$ cat config.mk
export PLATFORM = sky130hd
export DESIGN_NAME = counting_sched
export DESIGN_NICKNAME = d
export VERILOG_FILES = /design/src/rtl/counting_sched.sv
export SDC_FILE = /design/constraint.sdc
export NUM_CORES = 1
export LEC_CHECK = 0
export BUFFER_PORTS_ARGS = -buffer_cell sky130_fd_sc_hd__buf_2
export CAP_MARGIN = 10
export CELL_PAD_IN_SITES_DETAIL_PLACEMENT = 1
export CELL_PAD_IN_SITES_GLOBAL_PLACEMENT = 1
export CORE_ASPECT_RATIO = 2
export CORE_MARGIN = 2
export CORE_UTILIZATION = 25
export CTS_CLUSTER_SIZE = 40
export DETAILED_ROUTE_END_ITERATION = 7
export PLACE_DENSITY_LB_ADDON = 0.2
export SETUP_SLACK_MARGIN = 0.15
export SLEW_MARGIN = 5
export SYNTH_ARGS = -nofsm -noshare
export SYNTH_HDL_FRONTEND = slang
export SYNTH_SLANG_ARGS = --single-unit
$ cat constraint.sdc
create_clock -name clk -period 5.1 [get_ports clk]
set_input_delay 0.51 -clock clk [delete_from_list [all_inputs] [get_ports clk]]
set_output_delay 0.51 -clock clk [all_outputs]
set_load 0.005 [all_outputs]
$ cat src/rtl/counting_sched.sv
// Round-robin scheduler sharing one 2-bit token detector among N streams.
// Each stream keeps its own detector context and a registered sticky ans flag.
module counting_sched #(
  parameter  int N  = 4,
  localparam int IW = (N > 1) ? $clog2(N) : 1
) (
  input  logic            clk,
  input  logic            rst_n,
  input  logic [N-1:0]    req,
  input  logic [2*N-1:0]  num,
  input  logic [N-1:0]    clr,
  output logic [N-1:0]    gnt,
  output logic [IW-1:0]   gnt_id,
  output logic [N-1:0]    ans,
  output logic            busy
);

  localparam logic [1:0] S0 = 2'b00;
  localparam logic [1:0] S1 = 2'b01;
  localparam logic [1:0] S2 = 2'b10;
  localparam logic [1:0] S3 = 2'b11;

  logic [1:0]    r_st [N];
  logic [IW-1:0] r_ptr;
  logic [N-1:0]  r_ans;

  logic [N-1:0]  w_gnt;
  logic [IW-1:0] w_gntId;
  logic [IW-1:0] w_idx;
  logic          w_found;
  logic [1:0]    w_curSt;
  logic [1:0]    w_tok;
  logic [1:0]    w_fNext;
  logic [1:0]    w_stNext [N];
  logic [IW-1:0] w_ptrNext;

  // Search from r_ptr with wraparound; the first requester found wins.
  always_comb begin
    w_gnt   = '0;
    w_gntId = '0;
    w_found = 1'b0;
    w_idx   = '0;
    for (int off = 0; off < N; off++) begin
      w_idx = IW'((int'(r_ptr) + off) % N);
      if (!w_found && req[w_idx]) begin
        w_found       = 1'b1;
        w_gnt[w_idx]  = 1'b1;
        w_gntId       = w_idx;
      end
    end
  end

  assign w_curSt = r_st[w_gntId];
  assign w_tok   = num[{w_gntId, 1'b0} +: 2];

  always_comb begin
    w_fNext = w_curSt;
    case (w_curSt)
      S0: w_fNext = (w_tok == 2'b01) ? S1 : S0;
      S1: begin
        case (w_tok)
          2'b10:   w_fNext = S2;
          2'b11:   w_fNext = S0;
          default: w_fNext = S1;
        endcase
      end
      S2: begin
        case (w_tok)
          2'b00:   w_fNext = S2;
          2'b01:   w_fNext = S1;
          2'b10:   w_fNext = S0;
          default: w_fNext = S3;
        endcase
      end
      default: w_fNext = S3;
    endcase
  end

  // clr overrides the detector result, so a colliding token is discarded.
  always_comb begin
    for (int i = 0; i < N; i++) begin
      w_stNext[i] = r_st[i];
      if (w_found && (w_gntId == IW'(i)))
        w_stNext[i] = w_fNext;
      if (clr[i])
        w_stNext[i] = S0;
    end
  end

  assign w_ptrNext = (w_gntId == IW'(N - 1)) ? '0 : w_gntId + 1'b1;

  always_ff @(posedge clk or negedge rst_n) begin
    if (!rst_n) begin
      for (int i = 0; i < N; i++)
        r_st[i] <= S0;
      r_ptr <= '0;
      r_ans <= '0;
    end else begin
      for (int i = 0; i < N; i++) begin
        r_st[i]  <= w_stNext[i];
        r_ans[i] <= (w_stNext[i] == S3);
      end
      if (w_found)
        r_ptr <= w_ptrNext;
    end
  end

  assign gnt    = w_gnt;
  assign gnt_id = w_gntId;
  assign ans    = r_ans;
  assign busy   = |req;

endmodule

# Word-level counts from Yosys, hierarchy flattened

Cells that the tools add are included.

Output and inout bits: 11
Word-level logic and storage cells: 98
Register bits after elaboration: 14
Bits of input ports: 18

Magnitude comparators: 9
$add $sub $neg: 4
Equal/unequal tests: 12
Shift operators: 1
Bitwise gates (word level): 4
Reduce and logical (&&, ||, !) cells: 18
Muxes and demuxes: 44

Operator list:

| operator                                                                     | count |
|---|---|
| 2-bit 2-to-1 mux                                                             | 15 |
| 2-bit equality test, second input constant                                   | 9 |
| 4-bit 2-to-1 mux                                                             | 4 |
| 1-bit 2-to-1 mux                                                             | 13 |
| 2-bit by 3-bit less-than comparator with 1-bit output, second input constant | 4 |
| 4-bit bitwise OR                                                             | 3 |
| 2-bit one-hot mux with 3 select lines                                        | 2 |
| 1-bit logical AND                                                            | 11 |
| 1-bit binary-select mux with 2-bit select                                    | 4 |
| 1-bit demux with 2-bit select                                                | 4 |
| 2-bit by 1-bit >= comparator with 1-bit output, second input constant        | 4 |
| 8-bit by 4-bit indexed part select with 2-bit output                         | 1 |
| 2-bit by 1-bit equality test with 1-bit output, second input constant        | 3 |
| 2-bit logical NOT                                                            | 3 |
| 2-bit by 1-bit adder with 2-bit output, second input constant                | 2 |
| 2-bit adder, second input constant                                           | 2 |
| 2-bit binary-select mux with 2-bit select                                    | 1 |
| 2-bit one-hot mux with 2 select lines                                        | 1 |
| 4-bit OR reduction                                                           | 1 |
| 3-bit >= comparator, second input constant                                   | 1 |
| 1-bit logical NOT                                                            | 3 |
| 2-bit inverter with 3-bit output                                             | 1 |

# Depth between registers and ports, before layout

Gate-level depths: netlist (run 1).

Word-level depth: 21
Mapped depth: 17
Depth with buffers taken out: 14

# Worst setup path before layout (run 1)

Ideal clock, no wire load.

Path type: reg2reg
Start: register r_ptr[0]
End: register r_st[0] in the netlist's numbering
Setup time: 110 ps
Period minus slack after synthesis: 3835 ps
Data arrival time: 3724 ps
Path buffers: 3
Stages on the path, launching flop included: 18
Slack: 1265 ps
Required time: 4990 ps
Cell sequence: dfrtp_1 buf_2 inv_1 ha_1 buf_6 mux4_2 nor2b_4 nor2_2 mux2_4 buf_6 inv_1 a21oi_1 or2_2 ha_1 nor2_1 or4b_4 o31ai_4 o41ai_1

RTL lines:

| item                           | line | text |
|---|---|---|
| start: declaration             | 24   | `logic [IW-1:0] r_ptr;` |
| start signal: assignment       | 104  | `r_ptr <= w_ptrNext;` |
| end signal: indexed assignment | 100  | `r_st[i] <= w_stNext[i];` |
| end: declaration               | 23   | `logic [1:0] r_st [N];` |

==> results of run 1 <==
## worst paths after layout
kind,depth (start not counted),to,from
setup / recovery,14,r_st[0]$_DFF_PN0_,r_ptr[0]$_DFFE_PN0N_
hold / removal,1,ans[0]$_DFF_PN0_,rst_n
setup reg to reg,14,r_st[0]$_DFF_PN0_,r_ptr[0]$_DFFE_PN0N_
hold reg to reg,2,r_st[4]$_DFF_PN0_,r_st[4]$_DFF_PN0_
max in group asynchronous,1,r_ptr[1]$_DFFE_PN0N_,rst_n
min in group clk,2,r_st[1]$_DFF_PN0_,clr[3]
## final cells by class
| type | instances | area share |
|---|---|---|
| inverter | 5 | 0.0108 |
| tap | 61 | 0.0441 |
| multi-input combinational | 122 | 0.606 |
| timing repair buffer | 29 | 0.0853 |
| sequential | 14 | 0.202 |
| clock buffer | 4 | 0.0513 |
## report_power, final
group | internal (mW) | leakage [nW] | switching, mW
combinational | 0.415 | 0.554 | 0.559
sequential | 0.148 | 0.188 | 0.0519
clock | 0.119 | 0.0442 | 0.0490
## cell families (layout without fill, tap and decap cells)
kind of cell             count (synthesis)  after routing  synth area share
AO/OA/AOI/OAI                           38             38             0.240
adder cells (fa/ha/maj)                 11             11            0.0935
buffers and inverters                   13             38            0.0493
flip-flops                              14             14             0.238
multiplexers                            19             19             0.175
AND/OR/NAND/NOR                         54             54             0.205
## layer usage
layer	global-route usage	routed length, um	part of all wire
met5	0	0	0
met4	0.0729	159	0.037
met3	0.0127	103	0.024
met2	0.263	2530	0.59
met1	0.140	1470	0.34
## cells in the final DEF (no fill, tap or decap), types with 3 or more instances in the layout
cell and count:
sky130_fd_sc_hd__o41ai_2 5, sky130_fd_sc_hd__dfrtp_1 14, sky130_fd_sc_hd__clkbuf_16 3, sky130_fd_sc_hd__a211oi_1 5, sky130_fd_sc_hd__inv_1 5, sky130_fd_sc_hd__mux2_4 3
sky130_fd_sc_hd__ha_1 11, sky130_fd_sc_hd__buf_2 28, sky130_fd_sc_hd__nand4b_1 4, sky130_fd_sc_hd__o41ai_1 3, sky130_fd_sc_hd__mux4_2 3, sky130_fd_sc_hd__nor4_1 4
sky130_fd_sc_hd__nor3b_1 4, sky130_fd_sc_hd__nor2_1 11, sky130_fd_sc_hd__a22oi_1 4, sky130_fd_sc_hd__nand3b_1 4, sky130_fd_sc_hd__mux2i_1 10, sky130_fd_sc_hd__a21oi_1 7
sky130_fd_sc_hd__nand2_1 18, sky130_fd_sc_hd__a221o_1 4
## state kept, by name, indices dropped and copies added (netlist names)
signal  flops
r_st        8
r_ptr       2
ans         4
## per-stage QoR
| stage | worst slack, ns | hold slack [ns] | utilization |
|---|---|---|---|
| floorplan | 1.27 | 0.214 | - |
| global placement | 1.05 | 0.430 | 0.288 |
| detailed placement | 0.853 | 0.439 | 0.288 |
| CTS | 0.854 | 0.179 | 0.303 |
| global route | 0.590 | 0.187 | 0.303 |
| finish | 0.870 | 0.164 | 0.303 |
==> results.cfg, run 1 <==
[timing]
layout_min_cycle_time_ns = 4.23
tightestPinTransition_ns = 0.536
grt_setup_unrepaired = no
timing.max_slew.rel_slack = 0.632
fin_tns_setup_ns = 0
finalSetupViolCount = 0
maxClockFrequency_mhz = 236
min_period_over_period = 0.829
final-max-slew-violation-count = 0
final-hold-violation-count = 0
final_setup_skew_ns = 0.00111

[synthesis]
synth_nets = 178
ys_seq_area_frac = 0.238
synth.avg_cell_area_sq_um = 9.88
ys_dominant_reg_cell = sky130_fd_sc_hd__dfrtp_1
post_synthesis_async_set_or_reset_flop_share = 1.00
synth-edff-count = 0
netlist_instances = 149
netlist_area_pre_place_sq_mm = 0.00147
ys.warnings.count = 0
postSynthRegisterBits = 14
synthDominantCellAreaShare = 0.238
synth.top_cells.by_area = sky130_fd_sc_hd__dfrtp_1, sky130_fd_sc_hd__ha_1, sky130_fd_sc_hd__mux2i_1
yosys.area.top_type = sky130_fd_sc_hd__dfrtp_1
synthMostInstantiatedCell = sky130_fd_sc_hd__nand2_1
yosys.cell_types.count = 39
synth.top_cells.by_count = sky130_fd_sc_hd__nand2_1, sky130_fd_sc_hd__dfrtp_1, sky130_fd_sc_hd__ha_1, sky130_fd_sc_hd__nor2_1, sky130_fd_sc_hd__mux2i_1

[worst_hold_path]
worst_hold_path_type = input pin to async pin

[finish]
stdcell_count = 235
sequential_cell_area_sq_um = 350
drive_gt1_frac = 0.310
num-fill-cells = 659
antennaDiodeCount = 0
finalInstanceArea_sq_mm = 0.00173
multi_input_area_sq_mm = 0.00105
design.final.nets = 204
synthesis_to_layout_area_growth_pct = 17.6

[critical_path]
criticalPathCategory = register to register
worstSetupEndpointType = register
cp-start-kind = register
cp_data_required_time_ns = 5.22
cp_cell_sequence = inv_1 > ha_1 > mux4_2 > nor2b_4 > nor2_2 > mux2_4 > inv_1 > a21oi_1 > or2_2 > ha_1 > nor2_1 > or4b_4 > o31ai_4 > o41ai_1
crit_path_max_fanout = 13
critical_path.max_stage_delay_ns = 0.62
rrSetupSlack_ns = 0.87
cp_data_arrival_time_ns = 4.35
crit_path_top_delay_cell = sky130_fd_sc_hd__dfrtp_1
timing.critical_path.buf_inv = 2
cp_top_family = multiplexers

[clock_tree]
htreeDepth = 1
cts.hold.buffers_added = 0
post_cts_setup_buffer_count = 0
tritoncts.num_buffers = 3
insertion_delay_ns = 0.24
tritoncts_num_sinks = 14
clk_path_buf_depth = 2
clkTransAtPathRegs_ns = 0.05
cts.root.buffer_cell = sky130_fd_sc_hd__clkbuf_16
cts_tree = done
cts_repair_resize_count = 0

[place]
gp_routability_congestion = 0.764
postPlaceCellArea_sq_mm = 0.00164
post-dp-hpwl_mm = 3.43
place.detailed.instances = 231
place.port_buffers = 28

[power_and_ir_drop]
power_per_cell_area_mw_per_mm2 = 775
peakVddDrop_v = 0.000345
cellLeakagePower_nw = 0.786
fin_total_pwr_mw = 1.34

[route]
detail_route.first_pass.iterations = 4
num_vias = 1326
wl_per_cell_um = 18.1
detail_routed_via_count_per_cell = 5.64
routed_wire_length_mm = 4.26
drt.antenna.violating_nets = 0
drt_iter0_drc = 22
drc = 0

[global_route]
global_route.overflow_total = 0
grt_max_degree = 15
grt_first_pass_wirelength_mm = 7.06
globalRouteTotalUtil = 0.138
number_of_antenna_violations_at_the_first_check_in_global_routing = 0
first_global_vias = 1463

[floorplan]
initial_util = 0.258
floorplan.rows = 39
fp.dieH_um = 113
die-area_sq_mm = 0.00656
core_sq_mm = 0.00571
io_pins = 29
chipWidth_um = 58.3

[job]
max_cap_viol_count = 0

[status]
outcome = complete, no violations
Note: power is estimated with default switching activity, not from simulation.
==> inputs of run 2 (changes only) <==
==> constraint.sdc (replaced) <==
create_clock -name clk -period 4 [get_ports clk]
set_input_delay 0.4 -clock clk [delete_from_list [all_inputs] [get_ports clk]]
set_output_delay 0.4 -clock clk [all_outputs]
set_load 0.005 [all_outputs]
==> run 2 against run 1 <==
Net effect:
- utilization is 0.94 points higher
- highest routed layer unchanged
- maximum frequency is 17% higher
- first-iteration DRC count is 50% higher
- cell count is 1.3% higher
==> results.cfg, run 2 (synthesis gave the netlist of run 1 again) <==
[route]
drc = 0
drt_iter0_drc = 33
detail_routed_via_count_per_cell = 5.58
num_vias = 1328
routed_wire_length_mm = 4.46
drt.antenna.violating_nets = 0
wl_per_cell_um = 18.7
detail_route.first_pass.iterations = 4

[place]
gp_routability_congestion = 0.768
place.port_buffers = 28
post-dp-hpwl_mm = 3.58
placement.setup.worst_slack_ns = 0.0707
place.detailed.instances = 233

[clock_tree]
htreeDepth = 1
cts.root.buffer_cell = sky130_fd_sc_hd__clkbuf_16
clkTransAtPathRegs_ns = 0.05
insertion_delay_ns = 0.25
cts_tree = done
tritoncts_num_sinks = 14
tritoncts.num_buffers = 3
clk_path_buf_depth = 2
cts.hold.buffers_added = 0

[timing]
min_period_over_period = 0.903
fin_tns_setup_ns = 0
grt_setup_unrepaired = no
final-hold-violation-count = 0
tightestPinTransition_ns = 0.466
final-max-slew-violation-count = 0
maxClockFrequency_mhz = 277
final.setup.worst_slack_ns = 0.390
finalSetupViolCount = 0
layout_min_cycle_time_ns = 3.61
timing.max_slew.rel_slack = 0.680
final_setup_skew_ns = 0.00118

[floorplan]
core_sq_mm = 0.00571
initial_util = 0.258
io_pins = 29
floorplan.rows = 39
fp.dieH_um = 113
die-area_sq_mm = 0.00656
chipWidth_um = 58.3

[finish]
registers.top_by_ff_count = r_st
stdcell_count = 238
largest_reg_flops = 8
final_cell_mix = sky130_fd_sc_hd__buf_2, sky130_fd_sc_hd__nand2_1, sky130_fd_sc_hd__dfrtp_1
layout_commonest_cell = sky130_fd_sc_hd__buf_2
synthesis_to_layout_area_growth_pct = 21.2
design.final.nets = 207
antennaDiodeCount = 0
drive_gt1_frac = 0.350

[status]
outcome = complete, no violations

[critical_path]
cp_data_required_time_ns = 4.14
worstSetupEndpointType = register
crit_path_max_fanout = 13
cp_data_arrival_time_ns = 3.75
cp-start-kind = register
criticalPathCategory = register to register

[global_route]
global_route.overflow_total = 0
number_of_antenna_violations_at_the_first_check_in_global_routing = 0
grt_max_degree = 15
globalRouteTotalUtil = 0.146
first_global_vias = 1447
grt_first_pass_wirelength_mm = 7.38

[job]
max_cap_viol_count = 0

[worst_hold_path]
worst_hold_path_type = input pin to async pin

[power_and_ir_drop]
cellLeakagePower_nw = 0.812
power_per_cell_area_mw_per_mm2 = 1020
peakVddDrop_v = 0.000549
fin_total_pwr_mw = 1.82
## run 2: power breakdown
part	internal [mW]	leakage (nW)	total [mW]	switching, mW
Combinational	0.584	0.581	1.36	0.780
Clock	0.152	0.0442	0.214	0.0625
Sequential	0.190	0.187	0.241	0.0514
## run 2: layer usage
layer,vias to the layer above,part of all wire,global-route usage
met5,-,0,0
met4,0,0.0087,0.0326
met3,5,0.027,0.0138
met2,26,0.62,0.305
met1,670,0.35,0.140
li1,627,-,-
## run 2: area by class of cell
| cell class | count | area (sq um) |
|---|---|---|
| Inverter | 5 | 18.8 |
| Fill cell | 658 | 3920 |
| Sequential cell | 14 | 352 |
| Timing Repair Buffer | 32 | 170 |
| Clock buffer | 4 | 88.8 |
| Tap cell | 61 | 76.3 |
| Multi-Input combinational cell | 122 | 1080 |
## run 2: worst paths after layout
check	start	to	slack, ns	depth (start not counted)
worst max-delay path	r_ptr[1]$_DFFE_PN0N_	r_st[6]$_DFF_PN0_	0.39	14
worst min-delay path	rst_n	ans[2]$_DFF_PN0_	0.05	1
worst max register to register	r_ptr[1]$_DFFE_PN0N_	r_st[6]$_DFF_PN0_	0.39	14
worst min register to register	r_st[0]$_DFF_PN0_	r_st[0]$_DFF_PN0_	0.56	2
max in group asynchronous	rst_n	r_ptr[1]$_DFFE_PN0N_	3.68	1
min in group clk	clr[2]	r_st[3]$_DFF_PN0_	0.39	2
## run 2: per-stage QoR
| stage | hold WS [ns] | cell area, sq um | utilization |
|---|---|---|---|
| 3_3_place_gp | 0.312 | 1660 | 0.290 |
| 2_1_floorplan | 0.104 | 1470 | - |
| 3_5_place_dp | 0.328 | 1660 | 0.290 |
| 6_report | 0.0510 | 1790 | 0.313 |
| 5_1_grt | 0.0796 | 1790 | 0.313 |
| 4_1_cts | 0.0603 | 1750 | 0.307 |
## run 2: timing repair
| action | 4_1_cts | 5_1_grt |
|---|---|---|
| resized for setup | 2 | 4 |
| buffers inserted | 0 | 1 |
| endpoints found under the setup margin | 3 | 7 |
| endpoints found under the hold margin | 0 | 0 |
| gates cloned | 0 | 0 |
## run 2: critical path: stages (launching register included)
cell,delay (ns)
sky130_fd_sc_hd__dfrtp_2,0.41
sky130_fd_sc_hd__inv_1,0.11
sky130_fd_sc_hd__ha_4,0.33
sky130_fd_sc_hd__mux4_2,0.57
sky130_fd_sc_hd__nor2b_4,0.19
sky130_fd_sc_hd__nor2_2,0.06
sky130_fd_sc_hd__mux2_4,0.39
sky130_fd_sc_hd__inv_1,0.13
sky130_fd_sc_hd__a21oi_1,0.06
sky130_fd_sc_hd__or2_2,0.29
sky130_fd_sc_hd__ha_1,0.22
sky130_fd_sc_hd__nor2_2,0.16
sky130_fd_sc_hd__or4b_4,0.16
sky130_fd_sc_hd__o31ai_4,0.09
sky130_fd_sc_hd__o41ai_2,0.31
==> inputs of run 3 (changes only) <==
--- a/config.mk
+++ b/config.mk
@@ -14,7 +14,7 @@
 export CORE_UTILIZATION = 25
 export CTS_CLUSTER_SIZE = 40
 export DETAILED_ROUTE_END_ITERATION = 7
-export PLACE_DENSITY_LB_ADDON = 0.2
+export PLACE_DENSITY = 0.52
 export SETUP_SLACK_MARGIN = 0.15
 export SLEW_MARGIN = 5
 export SYNTH_ARGS = -nofsm -noshare
==> run 3 against run 2 <==
Net effect:
- power rose by 0.19%
- first-iteration DRC count up 30%
- clock skew up 0.0023 ns
- critical path depth unchanged
- critical path type unchanged
- clock-buffer cell count unchanged
==> results.cfg, run 3 (synthesis gave the netlist of run 1 again) <==
[power_and_ir_drop]
power_per_cell_area_mw_per_mm2 = 1020
cellLeakagePower_nw = 0.811
fin_total_pwr_mw = 1.82
peakVddDrop_v = 0.000572

[global_route]
grt_first_pass_wirelength_mm = 7.53
grt_max_degree = 15
number_of_antenna_violations_at_the_first_check_in_global_routing = 0
global_route.overflow_total = 0
globalRouteTotalUtil = 0.149
first_global_vias = 1541

[finish]
sequential_cell_area_sq_um = 352
multi_input_area_sq_mm = 0.00108
stdcell_count = 238
finalInstanceArea_sq_mm = 0.00179
registers.top_by_ff_count = r_st
num-fill-cells = 662
drive_gt1_frac = 0.350
utilization_after_layout = 0.313
layout_commonest_cell = sky130_fd_sc_hd__buf_2
final_cell_mix = sky130_fd_sc_hd__buf_2, sky130_fd_sc_hd__nand2_1, sky130_fd_sc_hd__dfrtp_1
antennaDiodeCount = 0
synthesis_to_layout_area_growth_pct = 21.2
largest_reg_flops = 8
design.final.nets = 207

[route]
detail_routed_via_count_per_cell = 5.66
routed_wire_length_mm = 4.48
detail_route.first_pass.iterations = 4
drt.antenna.violating_nets = 0
drc = 0
drt_iter0_drc = 43
num_vias = 1346
wl_per_cell_um = 18.8

[clock_tree]
tritoncts.num_buffers = 3
clk_path_buf_depth = 2
tritoncts_num_sinks = 14
cts.hold.buffers_added = 0
htreeDepth = 1
cts.root.buffer_cell = sky130_fd_sc_hd__clkbuf_16
insertion_delay_ns = 0.25
cts_tree = done
clkTransAtPathRegs_ns = 0.05

[critical_path]
criticalPathCategory = register to register
cp_data_required_time_ns = 4.14
origin_of_the_critical_flop_to_flop_path = r_ptr[1]$_DFFE_PN0N_
worstSetupEndpointType = register
reg2reg_to = r_st[0]$_DFF_PN0_
cp_data_arrival_time_ns = 3.80
rrSetupSlack_ns = 0.34
reg2reg_depth = 14
cp-start-kind = register
crit_path_max_fanout = 13

[floorplan]
die-area_sq_mm = 0.00656
initial_util = 0.258
fp.dieH_um = 113
floorplan.rows = 39
core_sq_mm = 0.00571
io_pins = 29
chipWidth_um = 58.3

[place]
place.port_buffers = 28
place.detailed.instances = 233
gp_routability_congestion = 0.804
postPlaceCellArea_sq_mm = 0.00166
post-dp-hpwl_mm = 3.64

[timing]
grt_setup_unrepaired = no
fin_tns_setup_ns = 0
maxClockFrequency_mhz = 274
final-hold-violation-count = 0
layout_min_cycle_time_ns = 3.66
min_period_over_period = 0.914
finalSetupViolCount = 0
final-max-slew-violation-count = 0
tightestPinTransition_ns = 0.539
timing.max_slew.rel_slack = 0.630
final_setup_skew_ns = 0.00351

[status]
outcome = complete, no violations

[worst_hold_path]
worst_hold_path_type = input pin to async pin

[job]
max_cap_viol_count = 0
## run 3: area by class of cell
class | count | area share
multi-input cells | 122 | 0.605
flip-flops and latches | 14 | 0.197
repair buffers | 32 | 0.0953
clock buffers | 4 | 0.0498
well taps | 61 | 0.0427
inverters | 5 | 0.0105
## run 3: per-layer routing
metal | GRT usage | share of wire
met5 | 0 | 0
met4 | 0.0682 | 0.036
met3 | 0.0115 | 0.027
met2 | 0.303 | 0.61
met1 | 0.136 | 0.33
## run 3: per-stage QoR
step | worst slack [ns] | hold slack (ns)
2_1_floorplan | 0.165 | 0.104
3_3_place_gp | 0.306 | 0.313
3_5_place_dp | 0.110 | 0.322
4_1_cts | 0.195 | 0.0571
5_1_grt | 0.164 | 0.0681
6_report | 0.344 | 0.0524
## run 3: what timing repair did
item,4_1_cts,5_1_grt
resized for setup,2,4
pin swaps,0,0
setup endpoints to repair,4,4
buffers inserted,0,1
## run 3: how the worst max path moves through the flow
stage,from,to,slack (ns),cells after the start
6_report,r_ptr[1]$_DFFE_PN0N_,r_st[0]$_DFF_PN0_,0.34,14
5_1_grt,r_ptr[1]$_DFFE_PN0N_,r_st[0]$_DFF_PN0_,0.16,14
4_1_cts,r_ptr[1]$_DFFE_PN0N_,r_st[4]$_DFF_PN0_,0.19,14
3_5_place_dp,r_ptr[1]$_DFFE_PN0N_,r_st[4]$_DFF_PN0_,0.11,14
3_3_place_gp,r_ptr[1]$_DFFE_PN0N_,r_st[4]$_DFF_PN0_,0.31,14
2_1_floorplan,r_ptr[0]$_DFFE_PN0N_,r_st[0]$_DFF_PN0_,0.17,17
## run 3: critical path, stage by stage, from the launching register on
cell	delay, ns
sky130_fd_sc_hd__dfrtp_2	0.41
sky130_fd_sc_hd__inv_1	0.11
sky130_fd_sc_hd__ha_4	0.33
sky130_fd_sc_hd__mux4_2	0.58
sky130_fd_sc_hd__nor2b_4	0.19
sky130_fd_sc_hd__nor2_2	0.07
sky130_fd_sc_hd__mux2_4	0.39
sky130_fd_sc_hd__inv_1	0.13
sky130_fd_sc_hd__a21oi_1	0.06
sky130_fd_sc_hd__or2_2	0.29
sky130_fd_sc_hd__ha_1	0.27
sky130_fd_sc_hd__nor2_2	0.14
sky130_fd_sc_hd__or4b_4	0.15
sky130_fd_sc_hd__o31ai_4	0.10
sky130_fd_sc_hd__o41ai_1	0.32
## run 3: where the power goes
part           internal, mW  leakage (nW)  switching [mW]
registers             0.190         0.187          0.0482
clock network         0.152        0.0442          0.0625
logic                 0.591         0.580           0.780
